## config.mk

```make
export PLATFORM = sky130hd
export DESIGN_NAME = alu_exec_unit
export DESIGN_NICKNAME = d
export VERILOG_FILES = /design/src/rtl/alu_exec_unit.sv
export SDC_FILE = /design/constraint.sdc
export NUM_CORES = 1
export LEC_CHECK = 0
export CAP_MARGIN = 20
export CORE_MARGIN = 2
export CORE_UTILIZATION = 40
export DETAILED_ROUTE_END_ITERATION = 8
export PLACE_DENSITY = 0.54
export SETUP_SLACK_MARGIN = 0.4
export SLEW_MARGIN = 10
export SYNTH_ARGS = -nofsm -noshare
export SYNTH_HDL_FRONTEND = slang
export SYNTH_SLANG_ARGS = --single-unit
```

## constraint.sdc

```tcl
create_clock -name clk -period 21.8 [get_ports clk]
set_input_delay 5.45 -clock clk [delete_from_list [all_inputs] [get_ports clk]]
set_output_delay 5.45 -clock clk [all_outputs]
set_load 0.05 [all_outputs]
```

## src/rtl/alu_exec_unit.sv

```systemverilog
`default_nettype none
// ============================================================================
// Module      : alu_exec_unit
// Description : Multi-cycle ALU execution unit with an internal register file.
//               Each command passes through IDLE -> READ -> EXEC -> WRITE.
//               The unit accepts one command every four cycles, and the result
//               pulse (done) appears three edges after the accept edge.
// Ports       : clk, reset (async, active-high)
//               cmd_valid/cmd_ready  - command handshake
//               cmd {op,rd,rs1,rs2}  - operation and register indices
//               cmd_imm              - immediate used by LDI only
//               busy, done           - in-flight status, completion pulse
//               result, O/C/Z/N      - last written result and its flags
//               disp_value           - live contents of register DISP_REG
// Revision    : 1.0 - initial release
// ============================================================================
module alu_exec_unit #(
    parameter int WIDTH    = 32,
    parameter int NREGS    = 8,
    parameter int DISP_REG = 7,
    localparam int RW      = $clog2(NREGS)
) (
    input  logic                clk,
    input  logic                reset,
    input  logic                cmd_valid,
    output logic                cmd_ready,
    input  logic [3+3*RW-1:0]   cmd,
    input  logic [WIDTH-1:0]    cmd_imm,
    output logic                busy,
    output logic                done,
    output logic [WIDTH-1:0]    result,
    output logic                O,
    output logic                C,
    output logic                Z,
    output logic                N,
    output logic [WIDTH-1:0]    disp_value
);

    localparam int SW  = $clog2(WIDTH);
    localparam int MSB = WIDTH - 1;

    localparam logic [2:0] c_op_add = 3'b000;
    localparam logic [2:0] c_op_sub = 3'b001;
    localparam logic [2:0] c_op_and = 3'b010;
    localparam logic [2:0] c_op_or  = 3'b011;
    localparam logic [2:0] c_op_xor = 3'b100;
    localparam logic [2:0] c_op_sll = 3'b101;
    localparam logic [2:0] c_op_srl = 3'b110;
    localparam logic [2:0] c_op_ldi = 3'b111;

    localparam logic [RW-1:0] c_disp_idx = DISP_REG[RW-1:0];

    typedef enum logic [1:0] {
        S_IDLE  = 2'd0,
        S_READ  = 2'd1,
        S_EXEC  = 2'd2,
        S_WRITE = 2'd3
    } state_t;

    state_t             r_state;
    state_t             w_state_next;

    // Latched command fields
    logic [2:0]         r_op;
    logic [RW-1:0]      r_rd;
    logic [RW-1:0]      r_rs1;
    logic [RW-1:0]      r_rs2;
    logic [WIDTH-1:0]   r_imm;

    // Operands and staged EXEC result
    logic [WIDTH-1:0]   r_a;
    logic [WIDTH-1:0]   r_b;
    logic [WIDTH-1:0]   r_res_q;
    logic               r_o_q;
    logic               r_c_q;

    // Architectural outputs
    logic [WIDTH-1:0]   r_result;
    logic               r_o;
    logic               r_c;
    logic               r_z;
    logic               r_n;
    logic               r_done;

    logic [WIDTH-1:0]   r_regs [NREGS];

    logic               w_accept;
    logic [WIDTH:0]     w_sum;
    logic [WIDTH-1:0]   w_diff;
    logic [WIDTH-1:0]   w_res;
    logic               w_c;
    logic               w_o;

    assign cmd_ready  = (r_state == S_IDLE);
    assign busy       = !cmd_ready;
    assign w_accept   = cmd_valid && cmd_ready;
    assign done       = r_done;
    assign result     = r_result;
    assign O          = r_o;
    assign C          = r_c;
    assign Z          = r_z;
    assign N          = r_n;
    assign disp_value = r_regs[c_disp_idx];

    // Next-state logic: only IDLE waits, the rest advance unconditionally
    always_comb begin
        w_state_next = r_state;
        case (r_state)
            S_IDLE:  if (w_accept) w_state_next = S_READ;
            S_READ:  w_state_next = S_EXEC;
            S_EXEC:  w_state_next = S_WRITE;
            S_WRITE: w_state_next = S_IDLE;
            default: w_state_next = S_IDLE;
        endcase
    end

    // ALU datapath operating on the latched operands
    always_comb begin
        w_sum  = {1'b0, r_a} + {1'b0, r_b};
        w_diff = r_a - r_b;
        w_res  = '0;
        w_c    = 1'b0;
        w_o    = 1'b0;
        case (r_op)
            c_op_add: begin
                w_res = w_sum[MSB:0];
                w_c   = w_sum[WIDTH];
                w_o   = (r_a[MSB] == r_b[MSB]) && (w_sum[MSB] != r_a[MSB]);
            end
            c_op_sub: begin
                w_res = w_diff;
                w_c   = (r_a < r_b);
                w_o   = (r_a[MSB] != r_b[MSB]) && (w_diff[MSB] != r_a[MSB]);
            end
            c_op_and: w_res = r_a & r_b;
            c_op_or:  w_res = r_a | r_b;
            c_op_xor: w_res = r_a ^ r_b;
            // Only the low log2(WIDTH) bits of B form the shift amount
            c_op_sll: w_res = r_a << r_b[SW-1:0];
            c_op_srl: w_res = r_a >> r_b[SW-1:0];
            c_op_ldi: w_res = r_imm;
            default:  w_res = '0;
        endcase
    end

    always_ff @(posedge clk or posedge reset) begin
        if (reset) begin
            r_state  <= S_IDLE;
            r_op     <= '0;
            r_rd     <= '0;
            r_rs1    <= '0;
            r_rs2    <= '0;
            r_imm    <= '0;
            r_a      <= '0;
            r_b      <= '0;
            r_res_q  <= '0;
            r_o_q    <= 1'b0;
            r_c_q    <= 1'b0;
            r_result <= '0;
            r_o      <= 1'b0;
            r_c      <= 1'b0;
            r_z      <= 1'b0;
            r_n      <= 1'b0;
            r_done   <= 1'b0;
            for (int i = 0; i < NREGS; i++) begin
                r_regs[i] <= '0;
            end
        end else begin
            r_state <= w_state_next;
            // done is registered so it is high in the cycle after the WRITE edge
            r_done  <= (r_state == S_WRITE);
            case (r_state)
                S_IDLE: begin
                    if (w_accept) begin
                        r_op  <= cmd[3*RW+2 -: 3];
                        r_rd  <= cmd[3*RW-1 -: RW];
                        r_rs1 <= cmd[2*RW-1 -: RW];
                        r_rs2 <= cmd[RW-1:0];
                        r_imm <= cmd_imm;
                    end
                end
                S_READ: begin
                    r_a <= r_regs[r_rs1];
                    r_b <= r_regs[r_rs2];
                end
                S_EXEC: begin
                    r_res_q <= w_res;
                    r_o_q   <= w_o;
                    r_c_q   <= w_c;
                end
                S_WRITE: begin
                    r_regs[r_rd] <= r_res_q;
                    r_result     <= r_res_q;
                    r_o          <= r_o_q;
                    r_c          <= r_c_q;
                    r_z          <= (r_res_q == '0);
                    r_n          <= r_res_q[MSB];
                end
                default: ;
            endcase
        end
    end

endmodule
`default_nettype wire

```

Yosys cells after proc, flatten, opt, wreduce, memory -nomap -nowiden. Index checks and enable logic that the tools add are counted.

Add/subtract/negate cells: 2. Magnitude comparators: 5. Equal/unequal tests: 15. Shifts and indexed selects: 2. Multiplexer cells: 14. Bitwise operators: 6. Reduce and logical (&&, ||, !) cells: 9.

Operators with widths (number): bitwise mux 256 bit (1); one-hot mux 32 bit (8 select lines) (1); binary-select mux 32 bit (select 3 bit) (2); two-way mux 32 bit (5); demux 32 bit (select 3 bit) (1); adder 32 x 32 -> 33 bit (1); AND 32 bit (1); logical NOT 32 bit (1); < comparator 32 bit (1); bitwise OR 32 bit (1); left shift 32 x 5 -> 32 bit (1); >> shifter 32 x 5 -> 32 bit (1); subtractor 32 bit (1); XOR 32 bit (1); equality test 3 bit (second input constant) (4); >= comparator 4 bit (second input constant) (3); NOT 3 -> 4 bit (3); one-hot mux 2 bit (4 select lines) (1); equality test 3 x 2 -> 1 bit (second input constant) (2); equality test 2 bit (second input constant) (2); logical AND 1 bit (4); < comparator 4 x 1 -> 1 bit (second input constant) (1); one-hot mux 1 bit (2 select lines) (2); equality test 3 x 1 -> 1 bit (second input constant) (1); 9 further kinds (11).

Flip-flop bits (word level): 437. Input bits: 47. Output and inout bits: 71. Word-level logic and storage cells: 78.

Longest topological paths before layout. Gate-level depths: netlist of the first run.

Depth in word-level cells: 6. Depth in mapped cells: 15. Depth with buffers taken out: 12.

Least setup slack after synthesis of the first run. Ideal clock, no wire load.

Path kind: register to output. Start: register r_state[0]. End: output busy. Data arrival time: 1.379 ns. Required time: 16.350 ns. Path slack: 14.971 ns. Stages on the path, launching flop included: 4. Path buffers: 0. Path through: dfrtp_1 inv_1 ha_1 inv_1.

Cells in the longest elaborated chain, start to end: 2.

Ends and longest elaborated chain: start: declaration (RTL line 60) `state_t r_state;`; start signal: assignment (RTL line 169) `r_state <= w_state_next;`; logical NOT 2 bit (RTL line 94) `assign cmd_ready = (r_state == S_IDLE);`; via cmd_ready (RTL line 26) `output logic cmd_ready,`; logical NOT 1 bit (RTL line 95) `assign busy = !cmd_ready;`; end: declaration (RTL line 29) `output logic busy,`.

The timed path passes the listed nets, and every way through them passes these cells.

==> results of run 1 <==
-- worst min-delay path by stage --
stage	start	endpoint	slack [ns]	cells after the start
after detailed placement	r_regs[38]$_DFFE_PP0P_	r_regs[38]$_DFFE_PP0P_	0.49	2
after CTS	r_regs[38]$_DFFE_PP0P_	r_regs[38]$_DFFE_PP0P_	0.51	2
final	result[16]$_DFFE_PP0P_	result[16]$_DFFE_PP0P_	0.50	1
after global placement	r_regs[38]$_DFFE_PP0P_	r_regs[38]$_DFFE_PP0P_	0.48	2
after global routing	result[6]$_DFFE_PP0P_	result[6]$_DFFE_PP0P_	0.53	1
after floorplan	r_regs[32]$_DFFE_PP0P_	r_regs[32]$_DFFE_PP0P_	0.46	2
-- per-stage QoR --
step / std cells / setup WS [ns] / utilization / cell area [sq um]
6_report: 3650 / 13.46 / 0.449 / 31900
5_1_grt: 3650 / 12.96 / 0.449 / 31900
4_1_cts: 3649 / 13.36 / 0.449 / 31900
3_5_place_dp: 3559 / 12.70 / 0.426 / 30300
3_3_place_gp: 3559 / 12.79 / 0.426 / 30300
2_1_floorplan: 2706 / 4.20 / - / 28600
-- routing by layer --
layer | GRT usage | wire [microns]
met2 | 0.416 | 44800
met4 | 0.0826 | 2910
met5 | 0 | 13
met3 | 0.0436 | 6660
met1 | 0.395 | 46200
-- sequential cells by signal, summed over array words and instances (netlist names) --
name / count
O: 1
r_b: 32
r_c_q: 1
disp_value: 32
Z: 1
result: 32
r_a: 32
r_regs: 224
r_op: 3
r_rs2: 3
r_res_q: 32
C: 1
r_rs1: 3
r_o_q: 1
r_rd: 3
r_state: 2
r_imm: 32
done: 1
-- layout make-up --
cell class	instances	area (sq um)	area share
Tap cell	950	1190	0.0372
Multi-Input combinational cell	1899	16200	0.508
Timing Repair Buffer	166	1540	0.0481
Sequential cell	436	10900	0.342
Clock inverter	14	205	0.00643
Inverter	109	417	0.0130
Clock buffer	76	1430	0.0447
-- cell usage in the layout, fill, tap and decap left out, types with 33 or more instances in the layout --
master,netlist,final
sky130_fd_sc_hd__mux4_2,146,146
sky130_fd_sc_hd__nor3_1,37,33
sky130_fd_sc_hd__nand2_1,151,149
sky130_fd_sc_hd__buf_4,34,48
sky130_fd_sc_hd__a211oi_1,36,36
sky130_fd_sc_hd__dfrtp_1,436,425
sky130_fd_sc_hd__ha_1,103,100
sky130_fd_sc_hd__inv_1,105,104
sky130_fd_sc_hd__nor2_1,246,245
sky130_fd_sc_hd__a21oi_1,221,221
sky130_fd_sc_hd__mux2_2,347,347
sky130_fd_sc_hd__clkbuf_16,0,50
sky130_fd_sc_hd__clkdlybuf4s50_1,0,117
sky130_fd_sc_hd__mux2i_1,116,116
sky130_fd_sc_hd__o21ai_0,135,135
-- logic make-up (layout without fill, tap and decap cells) --
group                    Yosys count  count (layout)  synth area share
XOR/XNOR                          16              16           0.00490
AND/OR/NAND/NOR                  550             550            0.0843
adder cells (fa/ha/maj)          106             106            0.0468
AO/OA/AOI/OAI                    618             618             0.137
buffers and inverters            371             365            0.0540
flip-flops                       436             436             0.381
multiplexers                     609             609             0.292
-- worst max-delay path: cells and delay by family --
family / cells / cell delay, ns
buffers and inverters: 5 / 3.39
==> run_results.csv, run 1 <==
group,metric,value,unit
critical_path,longest_individual_stage_delay_on_the_worst_path,0.87,ns
global_route,grtUsageTotal,0.272,
sta,finalSetupTns,0,ns
run_status,status,"finished clean",
clock_network,clkSlewWorstSetupHoldPaths,0.05,ns
yosys,synth.ff_latch_count,436,
critical_path,critical_path_origin,"reset",
sta,final_count_of_negative_setup_slack_endpoints,0,
critical_path,critical_path_required,22.49,ns
clock_network,htree_num_levels,2,
critical_path,worstSetupStartpointType,"input pin",
yosys,synth.top_cell.area_share,0.381,
global_route,grt_max_degree,114,
floorplan,floorplan.die.width,272,microns
layout,design.final.nets,2814,
floorplan,placement_rows,98,
sta,layout_min_cycle_time,8.34,ns
clock_network,clock_latency,0.64,ns
critical_path,critical_path_class,"input pin to async pin",
yosys,synth_nets,2858,
detailed_routing,drt-vias-per-instance,6.10,
yosys,post_synth_inst_count,2706,
critical_path,reg2reg_depth,11,
sta,slew_headroom,0.354,
clock_network,numClockSinks,436,
yosys,synth_sequential_area_ratio,0.381,
yosys,synth_area_leader_cell,"sky130_fd_sc_hd__dfrtp_1",
layout,n_antenna_cell,0,
layout,layout-drive-gt1-share,0.242,
detailed_routing,initialDrtViolationCount,2159,
layout,filler_cell_count,6731,
clock_network,cts_hold_buffers,0,
detailed_routing,finalWirelength,101000,microns
detailed_routing,drt_pass1_iterations,5,
critical_path,regToRegEndpoint,"r_o_q$_DFFE_PP0P_",
yosys,most_instantiated_library_cell_after_synthesis,"sky130_fd_sc_hd__dfrtp_1",
layout,areaGrowthSynthToFinish,11.6,%
global_route,global_route.overflow_total,0,
global_route,grt_pass1_wl,151000,microns
clock_network,cells_resized_by_post_cts_repair,0,
sta,final_max_slew_viol_count,0,
detailed_routing,routed-via-count,22300,
floorplan,starting_utilization_of_the_core_area,0.402,
floorplan,die_area,73700,sq um
sta,worst-slew-pin-transition,0.969,ns
placed_design,dp_hpwl,71100,microns
floorplan,area_of_the_core,71100,sq um
placed_design,portBuffers,117,
critical_path,cell_type_of_the_slowest_stage_on_the_worst_timing_path,"sky130_fd_sc_hd__buf_4",
clock_network,numCtsBuffers,50,
sta,hold-worst-slack,0.504,ns
yosys,synthDistinctLibCells,82,
yosys,synthesis.area_per_instance,10.6,sq um
sta,finalClockSkew,0.0447,ns
yosys,synth.yosys.warnings,0,
global_route,first_global_vias,22500,
yosys,synth_enable_flop_cells,0,
critical_path,path_cells,"clkdlybuf4s50_1 -> inv_8 -> buf_4 -> buf_4 -> buf_4",
detailed_routing,detail_route.wl_per_cell,27.5,microns
yosys,post_synth_most_frequent_cells,"sky130_fd_sc_hd__dfrtp_1, sky130_fd_sc_hd__mux2_2, sky130_fd_sc_hd__nor2_1, sky130_fd_sc_hd__a21oi_1, sky130_fd_sc_hd__clkbuf_1",
critical_path,worst_ep_arrival_time,9.03,ns
yosys,synth_top_flop_cell,"sky130_fd_sc_hd__dfrtp_1",
detailed_routing,route.antenna.remaining_nets,0,
critical_path,timing.critical_path.to_type,"async pin",
critical_path,worst_setup_path_endpoint,"r_res_q[20]$_DFFE_PP0P_",
clock_network,tritoncts_clock_tree,"built",
floorplan,top_level_ports,118,
critical_path,worstPathMaxFanout,113,
critical_path,worstReg2RegStart,"r_b[1]$_DFFE_PP0N_",
global_route,initial_antenna_violation_count,1,
sta,final.period_utilization,0.383,
worst_hold_path,worst_hold_path_class,"register to register",
sta,max_freq,120,MHz
sta,rsz0062_at_grt,"no",
yosys,synth-async-reset-ratio,1.00,
placed_design,finalWeightedCongestion,0.987,
clock_network,ctsRootBufferMaster,"sky130_fd_sc_hd__clkbuf_16",
clock_network,cts_setup_buffers,0,
detailed_routing,route.detailed.drc,0,
floorplan,dieHeight,272,microns
critical_path,worst-r2r-setup-slack,17.02,ns
flow_run,max_cap_violations,0,
sta,hold_viol_final,0,
clock_network,cts-root-to-sink-buffers,3,
yosys,ys_top_cells_by_area,"sky130_fd_sc_hd__dfrtp_1, sky130_fd_sc_hd__mux2_2, sky130_fd_sc_hd__mux4_2",
yosys,cell_area_after_synthesis,28600,sq um
critical_path,path_common_cell,"sky130_fd_sc_hd__buf_4",
Power of run 1 is not shown: default switching activity piles up to over one toggle a cycle in this logic, so the estimate is an artifact.
==> inputs of run 2 (changes only) <==
==> constraint.sdc (replaced) <==
create_clock -name clk -period 8.4 [get_ports clk]
set_input_delay 2.1 -clock clk [delete_from_list [all_inputs] [get_ports clk]]
set_output_delay 2.1 -clock clk [all_outputs]
set_load 0.05 [all_outputs]
==> run 2 against run 1 <==
Net effect:
- routed wire length increased by 4.5%
- highest routed layer is now met4
- via count rose by 2.6%
- register-to-register slack lost 13 ns
- largest cell class unchanged
- clock skew shrank 0.0093 ns
- sequential share of layout area is 0.25 points lower
- design area increased by 0.74%
- final cell count is 0.25% higher
- setup slack got worse by 9.5 ns
==> run_results.csv, run 2 (synthesis results as in run 1) <==
group,metric,value,unit
clock_network,clock_latency,0.64,ns
critical_path,critical_path_class,"register to register",
layout,areaGrowthSynthToFinish,12.4,%
global_route,initial_antenna_violation_count,3,
layout,final_area,32200,sq um
sta,layout_min_cycle_time,4.47,ns
clock_network,tritoncts_clock_tree,"built",
detailed_routing,route.antenna.remaining_nets,0,
detailed_routing,initialDrtViolationCount,2374,
floorplan,top_level_ports,118,
sta,final_count_of_negative_setup_slack_endpoints,0,
sta,final.period_utilization,0.532,
layout,area_of_combinational_cells_with_multiple_inputs,16200,sq um
worst_hold_path,worst_hold_path_class,"register to register",
sta,slew_headroom,0.226,
sta,layout_setup_ws,3.93,ns
placed_design,dp_hpwl,73500,microns
detailed_routing,route.detailed.drc,0,
clock_network,htree_num_levels,2,
detailed_routing,drt-vias-per-instance,6.24,
floorplan,floorplan.die.width,272,microns
placed_design,dpl_cell_area,30400,sq um
layout,filler_cell_count,6688,
critical_path,reg2reg_depth,11,
worst_hold_path,hold-path-cell-count,2,
floorplan,placement_rows,98,
critical_path,timing.critical_path.to_type,"register",
critical_path,worst_ep_arrival_time,5.01,ns
layout,most-common-layout-cells,"sky130_fd_sc_hd__dfrtp_1, sky130_fd_sc_hd__mux2_2, sky130_fd_sc_hd__nor2_1, sky130_fd_sc_hd__a21oi_1, sky130_fd_sc_hd__nand2_1",
critical_path,critical_path_required,8.94,ns
clock_network,clkSlewWorstSetupHoldPaths,0.06,ns
global_route,grtUsageTotal,0.284,
placed_design,portBuffers,117,
detailed_routing,drt_pass1_iterations,6,
global_route,grt_pass1_wl,157000,microns
clock_network,cts_setup_buffers,0,
run_status,status,"finished clean",
layout,layout-drive-gt1-share,0.245,
critical_path,worstSetupStartpointType,"register",
placed_design,finalWeightedCongestion,0.985,
placed_design,post_placement_setup_slack,4.04,ns
sta,worst-slew-pin-transition,1.15,ns
detailed_routing,detail_route.wl_per_cell,28.7,microns
clock_network,numClockSinks,436,
sta,hold_viol_final,0,
clock_network,numCtsBuffers,51,
layout,layout.area.seq,10900,sq um
detailed_routing,finalWirelength,105000,microns
sta,finalSetupTns,0,ns
clock_network,ctsRootBufferMaster,"sky130_fd_sc_hd__clkbuf_16",
floorplan,starting_utilization_of_the_core_area,0.402,
global_route,first_global_vias,22500,
clock_network,cts_hold_buffers,0,
sta,rsz0062_at_grt,"no",
detailed_routing,routed-via-count,22800,
floorplan,area_of_the_core,71100,sq um
global_route,grt_max_degree,169,
global_route,global_route.overflow_total,0,
sta,final_max_slew_viol_count,0,
floorplan,dieHeight,272,microns
flow_run,max_cap_violations,0,
clock_network,cts-root-to-sink-buffers,3,
layout,most_frequent_standard_cell_in_the_layout_excluding_fill_and_tap_cells,"sky130_fd_sc_hd__dfrtp_1",
layout,finalCoreUtilization,0.452,
clock_network,cells_resized_by_post_cts_repair,0,
floorplan,die_area,73700,sq um
layout,largest_register,"r_regs",
layout,design.final.nets,2817,
sta,finalClockSkew,0.0354,ns
sta,max_freq,224,MHz
critical_path,worstPathMaxFanout,56,
layout,max_reg_flops,224,
[run 2: cell types whose count changed in the layout (fill, tap and decap cells not counted), sizes merged]
cell and change:
diode +1, bufinv +2, buf +3, clkinvlp +1, clkbuf +6, clkinv -3
inv -1
[run 2: area by class of cell]
cell class	count	area share
Antenna cell	1	0.0000778
Clock buffer	83	0.0490
Clock inverter	13	0.00723
Inverter	109	0.0128
Multi-Input combinational cell	1899	0.505
Sequential cell	436	0.340
Tap cell	950	0.0369
Timing Repair Buffer	168	0.0495
[run 2: worst max-delay path: stages, from the launching register on]
cell and delay [ns]:
sky130_fd_sc_hd__dfrtp_4 0.85, sky130_fd_sc_hd__inv_1 0.42, sky130_fd_sc_hd__ha_1 0.46, sky130_fd_sc_hd__a211oi_1 0.10, sky130_fd_sc_hd__o311ai_1 0.58, sky130_fd_sc_hd__a221oi_2 0.20
sky130_fd_sc_hd__o21ai_1 0.56, sky130_fd_sc_hd__a41o_1 0.39, sky130_fd_sc_hd__a311o_1 0.25, sky130_fd_sc_hd__a21oi_1 0.10, sky130_fd_sc_hd__nand2b_1 0.19, sky130_fd_sc_hd__a221oi_2 0.27
[run 2: final timing paths]
| path | startpoint | to | slack [ns] |
|---|---|---|---|
| hold reg to reg | r_regs[70]$_DFFE_PP0P_ | r_regs[70]$_DFFE_PP0P_ | 0.50 |
| max in group asynchronous | reset | O$_DFFE_PP0P_ | 4.95 |
| setup / recovery | r_b[1]$_DFFE_PP0N_ | r_o_q$_DFFE_PP0P_ | 3.93 |
| setup reg to reg | r_b[1]$_DFFE_PP0N_ | r_o_q$_DFFE_PP0P_ | 3.93 |
| hold / removal | r_regs[70]$_DFFE_PP0P_ | r_regs[70]$_DFFE_PP0P_ | 0.50 |
| min in group asynchronous | reset | result[4]$_DFFE_PP0P_ | 2.00 |
[run 2: routing by layer]
metal,GRT usage,share of wire,vias to the layer above
li1,-,-,9891
met1,0.427,0.46,11800
met2,0.423,0.43,978
met3,0.0410,0.075,177
met4,0.0860,0.031,0
met5,0,0,-
[run 2: per-stage QoR]
step | hold slack [ns] | cells
global placement | 0.475 | 3562
detailed placement | 0.490 | 3562
finish | 0.500 | 3659
CTS | 0.503 | 3658
global route | 0.516 | 3658
floorplan | 0.461 | 2706
Power of run 2 is left out for the same reason.
